File: src/rtl/parser.sv
// parser: 32-bit valid/ready byte-stream packet parser.
// Gathers the little-endian header (length, stream ID, sequence number) and up
// to 31 payload bytes, then presents the packet as one 296-bit output word.
// Optional build macro PARSER_SEQ_CHECK_EN adds a per-stream sequence table
// that drives packetLost; without it packetLost is tied low.
module parser #(
    parameter int NUM_STREAMS = 16
) (
    input  logic          clk,
    input  logic          reset_b,
    input  logic [31:0]   dataIn,
    input  logic          dataIn_val,
    output logic          dataIn_ready,
    input  logic          dataIN_last,
    output logic [0:295]  dataOut,
    output logic          dataOut_val,
    input  logic          dataOut_ready,
    output logic          packetLost
);

    localparam logic [1:0] S_HDR0 = 2'd0;
    localparam logic [1:0] S_HDR1 = 2'd1;
    localparam logic [1:0] S_PAY  = 2'd2;
    localparam logic [1:0] S_OUT  = 2'd3;

    // Table is indexed by low stream-ID bits, so the size must be a power of 2.
    if (NUM_STREAMS < 2 || NUM_STREAMS > 65536 ||
        (NUM_STREAMS & (NUM_STREAMS - 1)) != 0) begin : g_bad_cfg
        $error("parser: NUM_STREAMS must be a power of 2 in 2..65536");
    end

    logic [1:0]        state_q, state_d;
    logic [15:0]       len_q, len_d;
    logic [15:0]       sid_q, sid_d;
    logic [31:0]       seq_q, seq_d;
    logic [30:0][7:0]  pay_q, pay_d;   // pay_q[k] = payload byte k
    logic [3:0]        pw_q, pw_d;     // payload word index, saturates at 8
    logic [0:295]      dout_q, dout_d;

    logic beat, last_beat, out_hs;

    assign dataIn_ready = !reset_b && (state_q != S_OUT);
    assign beat         = dataIn_val && dataIn_ready;
    assign last_beat    = beat && dataIN_last;
    assign out_hs       = (state_q == S_OUT) && dataOut_ready;
    assign dataOut_val  = (state_q == S_OUT);
    assign dataOut      = dout_q;

    // Next-state: FSM, header/payload capture and the output word assembly.
    always_comb begin
        state_d = state_q;
        len_d   = len_q;
        sid_d   = sid_q;
        seq_d   = seq_q;
        pay_d   = pay_q;
        pw_d    = pw_q;
        dout_d  = dout_q;

        if (beat) begin
            case (state_q)
                S_HDR0: begin
                    // New packet: anything not received later must read as zero.
                    len_d   = {dataIn[23:16], dataIn[31:24]};
                    sid_d   = {dataIn[7:0],   dataIn[15:8]};
                    seq_d   = '0;
                    pay_d   = '0;
                    pw_d    = '0;
                    state_d = S_HDR1;
                end
                S_HDR1: begin
                    seq_d   = {dataIn[7:0], dataIn[15:8], dataIn[23:16], dataIn[31:24]};
                    state_d = S_PAY;
                end
                default: begin
                    // Payload beyond byte 30 is accepted but dropped.
                    if (!pw_q[3]) begin
                        for (int k = 0; k < 31; k++) begin
                            if ((k / 4) == int'(pw_q))
                                pay_d[k] = dataIn[31 - 8 * (k % 4) -: 8];
                        end
                        pw_d = pw_q + 4'd1;
                    end
                end
            endcase
            if (dataIN_last) begin
                state_d        = S_OUT;
                dout_d[0:15]   = sid_d;
                dout_d[16:47]  = seq_d;
                // Bytes at or past length-8 are masked; compare as k+8 < len
                // so short lengths never underflow.
                for (int k = 0; k < 31; k++) begin
                    if ((17'(k) + 17'd8) < {1'b0, len_d})
                        dout_d[48 + 8 * k +: 8] = pay_d[k];
                    else
                        dout_d[48 + 8 * k +: 8] = 8'h00;
                end
            end
        end else if (out_hs) begin
            state_d = S_HDR0;
        end
    end

    // Parser state registers; dataOut holds its value after the handshake.
    always_ff @(posedge clk) begin
        if (reset_b) begin
            state_q <= S_HDR0;
            len_q   <= '0;
            sid_q   <= '0;
            seq_q   <= '0;
            pay_q   <= '0;
            pw_q    <= '0;
            dout_q  <= '0;
        end else begin
            state_q <= state_d;
            len_q   <= len_d;
            sid_q   <= sid_d;
            seq_q   <= seq_d;
            pay_q   <= pay_d;
            pw_q    <= pw_d;
            dout_q  <= dout_d;
        end
    end

`ifdef PARSER_SEQ_CHECK_EN
    localparam int IDXW = $clog2(NUM_STREAMS);

    logic [NUM_STREAMS-1:0] tvld_q;
    logic [15:0]            ttag_q [NUM_STREAMS];
    logic [31:0]            tseq_q [NUM_STREAMS];
    logic [IDXW-1:0]        idx;
    logic                   gap;
    logic                   lost_q;

    // Lookup uses the just-captured ID/seq so the verdict is ready with dataOut_val.
    assign idx = sid_d[IDXW-1:0];
    assign gap = tvld_q[idx] && (ttag_q[idx] == sid_d) &&
                 (seq_d != (tseq_q[idx] + 32'd1));
    assign packetLost = lost_q;

    // Sequence table update and packetLost flag, both on entry to OUT.
    always_ff @(posedge clk) begin
        if (reset_b) begin
            tvld_q <= '0;
            lost_q <= 1'b0;
        end else if (last_beat) begin
            lost_q         <= gap;
            tvld_q[idx]    <= 1'b1;
            ttag_q[idx]    <= sid_d;
            tseq_q[idx]    <= seq_d;
        end else if (out_hs) begin
            lost_q <= 1'b0;
        end
    end
`else
    assign packetLost = 1'b0;
`endif

endmodule

File: config.mk
export PLATFORM = sky130hd
export DESIGN_NAME = parser
export DESIGN_NICKNAME = d
export VERILOG_FILES = /design/src/rtl/parser.sv
export SDC_FILE = /design/constraint.sdc
export NUM_CORES = 2
export LEC_CHECK = 0
export CAP_MARGIN = 20
export CORE_MARGIN = 2
export CORE_UTILIZATION = 35
export DETAILED_ROUTE_END_ITERATION = 7
export DONT_BUFFER_PORTS = 1
export HOLD_SLACK_MARGIN = 0.12
export PLACE_DENSITY = 0.53
export SLEW_MARGIN = 20
export SYNTH_ARGS = -nofsm -noshare
export SYNTH_HDL_FRONTEND = slang
export SYNTH_SLANG_ARGS = --single-unit
File: constraint.sdc
create_clock -name clk -period 3.12 [get_ports clk]
set_input_delay 0.468 -clock clk [delete_from_list [all_inputs] [get_ports clk]]
set_output_delay 0.468 -clock clk [all_outputs]
set_load 0.02 [all_outputs]
==> results.json <==
{
  "path_cells": "buf_16, and2_1, nor2_1",
  "max_freq_mhz": 326.5,
  "io_pins": 336,
  "finalWorstSetupSlack_ps": 57.23,
  "dp_slack_ps": 297.1,
  "max_cap_violations": 0,
  "routabilityCongestion": 0.8546,
  "wl_mm": 120.5,
  "synth_xor_area_frac": 0,
  "cts_setup_buffers": 0,
  "crit_path_end_kind": "primary output",
  "arrival_ps": 2590,
  "clkSlewWorstSetupHoldPaths_ps": 60,
  "multiInputGateArea_mm2": 0.01235,
  "ant_nets": 0,
  "regArea_mm2": 0.01230,
  "cp_max_fo": 176,
  "worstPathRequired_ps": 2650,
  "synthTopCellsByCount": "614 x dfxtp_1, 544 x nand2_1, 366 x nor2_1",
  "grt_max_degree": 216,
  "worstSetupPathType": "flop to primary output",
  "finalCritPeriodShare": 0.9817,
  "rsz0062_at_grt": "no",
  "synth_cell_types": 65,
  "areaGrowthSynthToFinish_pct": 21.97,
  "ir_worst_vdd_mv": 0.3874,
  "drc": 0,
  "slowest_delay_ps": 630,
  "syn_avg_cell_area_um2": 8.268,
  "synth_edf_count": 0,
  "yosysTopAreaCell": "dfxtp_1",
  "drive_gt1_frac": 0.08141,
  "initial_core_util": 0.3545,
  "wire_per_inst_um": 28.58,
  "cts_tree": "yes",
  "startpoint_type": "flop",
  "slew_headroom": 0.2546,
  "die_w_um": 276.3,
  "synth-compound-area-share": 0.2627,
  "netlist_top_cells_area": "dfxtp_1 47%, a22oi_1 8.8%, nand2_1 7.9%",
  "yosys.area.top_type_share": 0.4736,
  "vias": 26150,
  "clockRootBuffer": "clkbuf_16",
  "synthAdderAreaFrac": 0.001928,
  "hold_path.class": "primary input to flop",
  "via_per_inst": 6.200,
  "grt_antenna_before_repair": 8,
  "period_minus_slack_ps": 3063,
  "clock_skew_ps": 35.34,
  "worst_slew_pin_slew_ps": 1114,
  "yosysMostFrequentCell": "dfxtp_1",
  "synthesis.area_mm2": 0.02595,
  "grt_use_total": 0.3025,
  "core_mm2": 0.07321,
  "synth-simple-area-share": 0.2055,
  "highest_layer": "met5",
  "leakage_nw": 12.26,
  "m1WireLength_mm": 45.87,
  "synthFlopType": "dfxtp_1",
  "synthCells": 3139,
  "rows": 99,
  "insertion_delay_ps": 640,
  "route.met3.wl_mm": 14.14,
  "grt_pass1_vias": 24400,
  "setup-tns-final_ps": 0,
  "cts_max_level": 3,
  "route.met2.wl_mm": 54.16,
  "postSynth.asyncResetShare": 0,
  "hold_viol": 0,
  "status": "finished clean",
  "dp_hpwl_mm": 68.45,
  "die_area_mm2": 0.07634,
  "synth_fp_nets": 3180,
  "overflow": 0,
  "report.final.slew_viol_count": 0,
  "port_buffers": 0,
  "synth_top_family_by_area": "compound AO/OA/AOI/OAI gates",
  "setup_viol": 0,
  "fin_nets": 3246,
  "ys_ff_latch": 614,
  "num-fill-cells": 7075,
  "yosysWarnings": 0,
  "ys_seq_area_frac": 0.4736,
  "first_pass_iters": 6,
  "cts.path.max_buffers": 3,
  "drt-initial-drc-count": 3379,
  "cts.sinks": 614,
  "grt_first_pass_wirelength_mm": 172.6,
  "cp_slowest_cell": "dfxtp_4",
  "power_density_mw_per_mm2": 593.5,
  "r2r_setup_slack_ps": 140,
  "cts_buffers": 70,
  "synth_mux_area_frac": 0.001591,
  "die_h_um": 276.3
}
==> placed cells by master, fill, tap and decap left out, types with 19 or more instances in the layout <==
master,Yosys,routed
a22oi_1,303,303
nand2_1,544,543
and3_1,131,130
a221oi_1,142,142
a311oi_1,19,19
nand3_1,34,34
dfxtp_1,614,612
nor2_1,366,357
a21oi_1,152,152
a22o_1,31,31
nor3_1,56,56
o21ai_0,156,156
clkbuf_16,0,72
and2_1,22,22
a211oi_1,70,69
buf_4,4,66
dlygate4sd3_1,0,244
==> cell type report <==
cell class	count	share of cell area
repair buffers	333	0.1070
diodes	4	0.0003162
flip-flops and latches	614	0.3885
clock inverters	29	0.01206
well taps	959	0.03791
multi-input cells	2180	0.3903
clock buffers	93	0.06321
inverters	6	0.0007115
==> through the flow <==
| step | utilization | instance area [um2] | total power [mW] | cells | hold slack, ps |
|---|---|---|---|---|---|
| floorplan | - | 25950 | 9.451 | 3139 | 430.8 |
| global placement | 0.3646 | 26690 | 9.811 | 3843 | 437.8 |
| detailed placement | 0.3646 | 26690 | 9.838 | 3843 | 441.8 |
| CTS | 0.4313 | 31580 | 18.80 | 4212 | 121.3 |
| global route | 0.4322 | 31640 | 19.27 | 4214 | 156.2 |
| finish | 0.4324 | 31650 | 18.79 | 4218 | 148.1 |
==> what timing repair did <==
action	4_1_cts	5_1_grt
resized for setup	0	7
endpoints found under the hold margin	406	0
hold buffers	247	0
setup endpoints to repair	0	51
==> registers in the layout (all words and copies together) (netlist names) <==
register and flops:
pay_q 248, seq_q 32, sid_q 16, state_q 2
len_q 16, dataOut 296, pw_q 4
==> cell families (layout without fill, tap and decap cells) <==
family / count (synthesis) / in the layout
AO/OA/AOI/OAI: 964 / 964
adder cells (fa/ha/maj): 4 / 4
buffers and inverters: 345 / 461
flip-flops: 614 / 614
multiplexers: 4 / 4
other: 1 / 5
AND/OR/NAND/NOR: 1207 / 1207
==> routing by layer <==
layer,track usage,vias to the layer above
met5,0,-
met1,0.3796,12740
li1,-,11470
met2,0.4718,1599
met3,0.08814,325
met4,0.1541,10
==> report_power, final <==
group	total, mW	internal [mW]	switching (mW)
Combinational	1.77	0.509	1.26
Sequential	8.32	8.02	0.303
Clock	8.70	5.17	3.52
Total	18.8	13.7	5.08
==> worst paths after layout <==
kind                            from                   endpoint  cells after the start
min                        dataIn[7]  dataOut[232]$_SDFFE_PP0P_                      2
max reg2reg  state_q[1]$_SDFFE_PP0P_     pay_q[33]$_SDFFE_PP0P_                      8
min reg2reg  pay_q[245]$_SDFFE_PP0P_    pay_q[245]$_SDFFE_PP0P_                      2
max          state_q[1]$_SDFFE_PP0P_               dataIn_ready                      3
==> critical path, delay by kind of cell, from the launching register on <==
family,cells,cell delay [ps]
buf+inv,1,450
simple gates,2,700
flops,1,630
Power figures use the tool's default switching activity.
